==> config.mk <==
export PLATFORM = sky130hd
export DESIGN_NAME = mem_stage_hs
export DESIGN_NICKNAME = d
export VERILOG_FILES = /design/src/rtl/mem_stage_hs.sv
export SDC_FILE = /design/constraint.sdc
export NUM_CORES = 1
export LEC_CHECK = 0
export BUFFER_PORTS_ARGS = -buffer_cell sky130_fd_sc_hd__buf_2
export CAP_MARGIN = 25
export CORE_MARGIN = 8
export CORE_UTILIZATION = 35
export CTS_CLUSTER_DIAMETER = 50
export DETAILED_ROUTE_END_ITERATION = 7
export PLACE_DENSITY = 0.67
export SLEW_MARGIN = 20
export SYNTH_ARGS = -nofsm -noshare
export SYNTH_HDL_FRONTEND = slang
export SYNTH_SLANG_ARGS = --single-unit
==> constraint.sdc <==
create_clock -name clock -period 3.2 [get_ports clock]
set_input_delay 0.16 -clock clock [delete_from_list [all_inputs] [get_ports clock]]
set_output_delay 0.16 -clock clock [all_outputs]
set_load 0.1 [all_outputs]
==> src/rtl/mem_stage_hs.sv <==
// mem_stage_hs: memory-access stage with req/ack handshake, timeout abort,
// sub-word lane steering and the MEM/WB pipeline register.
module mem_stage_hs #(
  parameter int ADDR_W   = 32,
  parameter int REG_W    = 4,
  parameter int INC_W    = 1,
  parameter int WAIT_MAX = 8
) (
  input  logic              clock,
  input  logic              reset,
  input  logic              validM,
  input  logic              flushM,
  input  logic [31:0]       ALUResultM,
  input  logic [31:0]       WriteDataM,
  input  logic [INC_W-1:0]  IncM,
  input  logic [REG_W-1:0]  WA3M,
  input  logic              MemToRegM,
  input  logic              MemWriteM,
  input  logic              RegWriteM,
  input  logic              PCSrcM,
  input  logic [1:0]        SizeM,
  input  logic              SignedM,
  output logic              memReq,
  output logic              memWe,
  output logic [ADDR_W-1:0] memAddr,
  output logic [31:0]       memWData,
  output logic [3:0]        memBe,
  input  logic              memAck,
  input  logic [31:0]       memRData,
  output logic              stallM,
  output logic              validW,
  output logic              MemToRegW,
  output logic              RegWriteW,
  output logic              PCSrcW,
  output logic              errorW,
  output logic [31:0]       ReadDataW,
  output logic [31:0]       ALUResultW,
  output logic [REG_W-1:0]  WA3W
);
  localparam int CNT_W = $clog2(WAIT_MAX + 1);
  typedef enum logic {S_IDLE, S_WAIT} state_t;
  state_t           r_state;
  logic [CNT_W-1:0] r_count;
  logic             w_half, w_byte, w_is_mem, w_mis, w_v, w_ack, w_timeout, w_err;
  logic [31:0]      w_sd, w_ext;
  logic [15:0]      w_h;
  logic [7:0]       w_b;
  assign w_half    = SizeM == 2'b01;
  assign w_byte    = SizeM == 2'b10;
  assign w_is_mem  = MemToRegM | MemWriteM;
  assign w_mis     = w_half ? ALUResultM[0] : !w_byte & (ALUResultM[1:0] != 2'b00);
  assign w_v       = validM & !flushM;
  assign memReq    = reset & w_v & w_is_mem & !w_mis;
  // an ack without a live request is ignored everywhere
  assign w_ack     = memReq & memAck;
  assign w_timeout = memReq & (r_state == S_WAIT) & (r_count == CNT_W'(WAIT_MAX - 1)) & !memAck;
  assign stallM    = memReq & !memAck & !w_timeout;
  assign w_err     = w_v & (w_timeout | (w_is_mem & w_mis));
  assign memWe     = MemWriteM;
  assign memAddr   = ALUResultM[ADDR_W-1:0];
  assign memBe     = w_byte ? 4'b0001 << ALUResultM[1:0] :
                     w_half ? (ALUResultM[1] ? 4'b1100 : 4'b0011) : 4'b1111;
  assign w_sd      = WriteDataM + 32'(IncM);
  assign memWData  = w_byte ? {4{w_sd[7:0]}} : w_half ? {2{w_sd[15:0]}} : w_sd;
  assign w_h       = ALUResultM[1] ? memRData[31:16] : memRData[15:0];
  assign w_b       = memRData[{ALUResultM[1:0], 3'b000} +: 8];
  assign w_ext     = w_byte ? {{24{SignedM & w_b[7]}}, w_b} :
                     w_half ? {{16{SignedM & w_h[15]}}, w_h} : memRData;
  always_ff @(posedge clock or negedge reset)
    if (!reset) begin
      r_state <= S_IDLE;
      r_count <= '0;
    end else if (r_state == S_IDLE) begin
      if (memReq & !memAck) begin
        r_state <= S_WAIT;
        r_count <= CNT_W'(1);
      end
    end else if (!memReq | memAck | w_timeout) begin
      r_state <= S_IDLE;
      r_count <= '0;
    end else
      r_count <= r_count + CNT_W'(1);
  // a stalled cycle retires a bubble into W
  always_ff @(posedge clock or negedge reset)
    if (!reset) begin
      validW     <= 1'b0;
      errorW     <= 1'b0;
      RegWriteW  <= 1'b0;
      MemToRegW  <= 1'b0;
      PCSrcW     <= 1'b0;
      ReadDataW  <= '0;
      ALUResultW <= '0;
      WA3W       <= '0;
    end else begin
      validW     <= !stallM & w_v;
      errorW     <= !stallM & w_err;
      RegWriteW  <= !stallM & w_v & RegWriteM & !w_err;
      MemToRegW  <= !stallM & w_v & MemToRegM & !w_err;
      PCSrcW     <= !stallM & w_v & PCSrcM;
      ReadDataW  <= w_ack ? w_ext : '0;
      ALUResultW <= ALUResultM;
      WA3W       <= WA3M;
    end
endmodule

==> out/results.tsv <==
metric	value	unit
IO Count	257	
# setup viols final	0	
share of layout cells above drive strength 1	46.42	%
Int Pwr	2065	uW
core area	11960	sq um
clock group share of total power	34.4	%
fin crit share	84.22	%
DIE WIDTH	126.2	microns
Hold Path Class	in -> reg	
synthesized area per cell	10.03	sq um
grt ovf	0	
CTS Buffer Depth	2	
total CTS buffers	9	
fraction of registers with async set/reset	100.0	%
I/O Buffers	256	
Total GRT Usage	20.55	%
Setup TNS	0	ps
minimum clock period	2695	ps
CTS tree	yes	
outcome	finished, final reports clean	
Routed Antenna Nets	0	
H-tree lvl count	3	
vias in the first global route	4529	
die area	15940	sq um
max cap viols	0	
PD cells	545.6	nW/um^2
clock sinks	78	
pre-CTS WS	496.8	ps
Hold Path Depth	2	
initial DRC count	232	
CP Capture Type	output pin	
Layout fillers	1065	
number of synthesized flops with an enable pin	0	
unrepaired setup endpoints after global routing	false	
Die Y	126.2	microns
Setup Fix Bufs, Post-CTS	0	
Yosys cell types	60	
CP max FO	9	
Hold Violations, Final	0	
fmax	371.0	MHz
FF-to-FF path depth	4	
Layout area overhead	48.56	%
critical path arrival	2540	ps
Yosys Warn Count	0	
Routed WL per cell	20.30	microns
critical path required time	3040	ps
sequential share of power	30.3	%
Final WS setup	504.8	ps
Gate power share	35.3	%
worst rel slew slack	57.05	%
DRC	0	
Worst setup SP type	input pin	
Synth Flop Type	dfrtp_1	
DR pass1 iterations	5	
Pins Over Slew Limit	0	
Worst-path clk slew	60	ps
sequential share of the synthesized area	45.88	%
switching share of total power	40.11	%
post-DP HPWL	13420	microns
DR vias/cell	5.079	
final wirelength	16930	microns
Syn Std Cell Area	4254	sq um
number of core rows	40	
Crit Path Class	in -> out	
Setup Skew	2.195	ps
Synth Instances	424	
#FFs+latches synth	78	
cell leakage power	0.003182	uW
fin nets	796	
largest net degree at the start of global routing	81	
worst slew pin tran	639.6	ps
Net Count, Synth	540	
Root Buffer	clkbuf_16	
clk_lat worst skew	330	ps
Via Count	4236	
gpl congestion	0.8865	
Peak supply drop	0.0003186	V
Initial Util	35.56	%
initial antenna violation count	2	
global-route wire length before repair	25610	microns
sw power	1383	uW
## worst paths after layout
check                                    from           end  slack (ps)
min in group asynchronous               reset    r_count[0]         410
max in group asynchronous               reset  ReadDataW[4]        2220
worst min-delay path                   PCSrcM        PCSrcW          60
worst min register to register     r_count[1]    r_count[1]         580
worst max-delay path            WriteDataM[0]  memWData[26]         500
worst max register to register     r_count[0]        PCSrcW        1950
## synthesized netlist by cell type (7+ instances only)
| master | n | area [sq um] |
|---|---|---|
| clkbuf_1 | 10 | 37.54 |
| and3_1 | 8 | 50.05 |
| a31oi_1 | 8 | 50.05 |
| o21a_1 | 16 | 120.1 |
| a311oi_1 | 8 | 70.07 |
| nand4_1 | 9 | 56.30 |
| a21oi_1 | 17 | 85.08 |
| dfrtp_1 | 78 | 1952 |
| mux4_2 | 8 | 180.2 |
| nand3_1 | 13 | 65.06 |
| nor2_1 | 35 | 131.4 |
| nor4_1 | 7 | 43.79 |
| xor2_1 | 15 | 131.4 |
| nand2_1 | 51 | 191.4 |
| inv_1 | 12 | 45.04 |
| xnor2_1 | 11 | 96.34 |
| buf_4 | 33 | 247.7 |
## worst max-delay path, stage by stage
cell	delay, ps
buf_2	90
ha_1	190
ha_1	260
nand4_1	250
nor4_4	320
buf_4	200
nand3_1	100
xor2_1	200
a221oi_4	300
buf_2	470
## placed cells by master (no fill, tap or decap), drive strengths merged, types with 10 or more instances in the layout
| cell | netlist | final |
|---|---|---|
| a21oi | 17 | 17 |
| buf | 43 | 264 |
| clkbuf | 11 | 10 |
| dfrtp | 78 | 78 |
| dlygate4sd3 | 0 | 35 |
| inv | 12 | 13 |
| nand2 | 51 | 51 |
| nand3 | 13 | 13 |
| nand4 | 10 | 10 |
| nor2 | 36 | 36 |
| o21a | 16 | 16 |
| xnor2 | 11 | 11 |
| xor2 | 15 | 15 |
## routing by layer
layer	GRT usage, %	wire [microns]	vias to the layer above
met5	0	0	-
li1	-	-	1987
met2	39.65	9111	216
met3	6.076	1369	21
met4	4.954	240	0
met1	21.13	6212	2012
## registers in the layout, summed over array words and instances (netlist names), 4 cells and up
signal and count:
r_count 4, ALUResultW 32, WA3W 4, ReadDataW 32
## area by class of cell
type                            instances  area (sq um)  share of cell area [%]
Inverter                               12         45.04                  0.7127
Clock buffer                           10         239.0                   3.781
Sequential cell                        78          1952                   30.88
Clock inverter                          6         116.4                   1.841
Antenna cell                            2         5.005                 0.07919
Tap cell                              147         183.9                   2.910
Multi-Input combinational cell        280          2019                   31.95
Timing Repair Buffer                  299          1759                   27.84
## power groups by stage
stage	registers [uW]	logic, uW	clock network (uW)
final	1040	1220	1190
after detailed placement	1060	1180	0
after CTS	1040	1220	1220
after global placement	1060	1170	0
after floorplan	1280	699	0
after global routing	1050	1260	1260
## what timing repair did
action | CTS | global route
gates resized for setup | 0 | 0
hold endpoints to repair | 34 | 23
hold buffers | 34 | 1
## cell families (layout without fill, tap and decap cells)
kind of cell | Yosys count | in the layout | share of synthesized area, %
simple gates | 157 | 157 | 19.41
compound gates | 81 | 81 | 13.62
flops | 78 | 78 | 45.88
buf+inv | 66 | 327 | 9.382
xor+xnor | 26 | 26 | 5.353
mux | 13 | 13 | 5.471
fa+ha+maj | 3 | 3 | 0.8824
other cells | 0 | 2 | 0
## through the flow
stage / util, % / area, sq um / total power [uW] / hold slack, ps / std cells
after global routing: 52.83 / 6320 / 3567 / 56.07 / 834
after CTS: 52.48 / 6277 / 3476 / 46.32 / 830
after detailed placement: 46.66 / 5582 / 2239 / 269.5 / 780
final: 52.83 / 6320 / 3448 / 61.45 / 834
after floorplan: - / 4368 / 1978 / -135.6 / 424
after global placement: 46.66 / 5582 / 2229 / 269.0 / 780
Power figures use the tool's default switching activity.
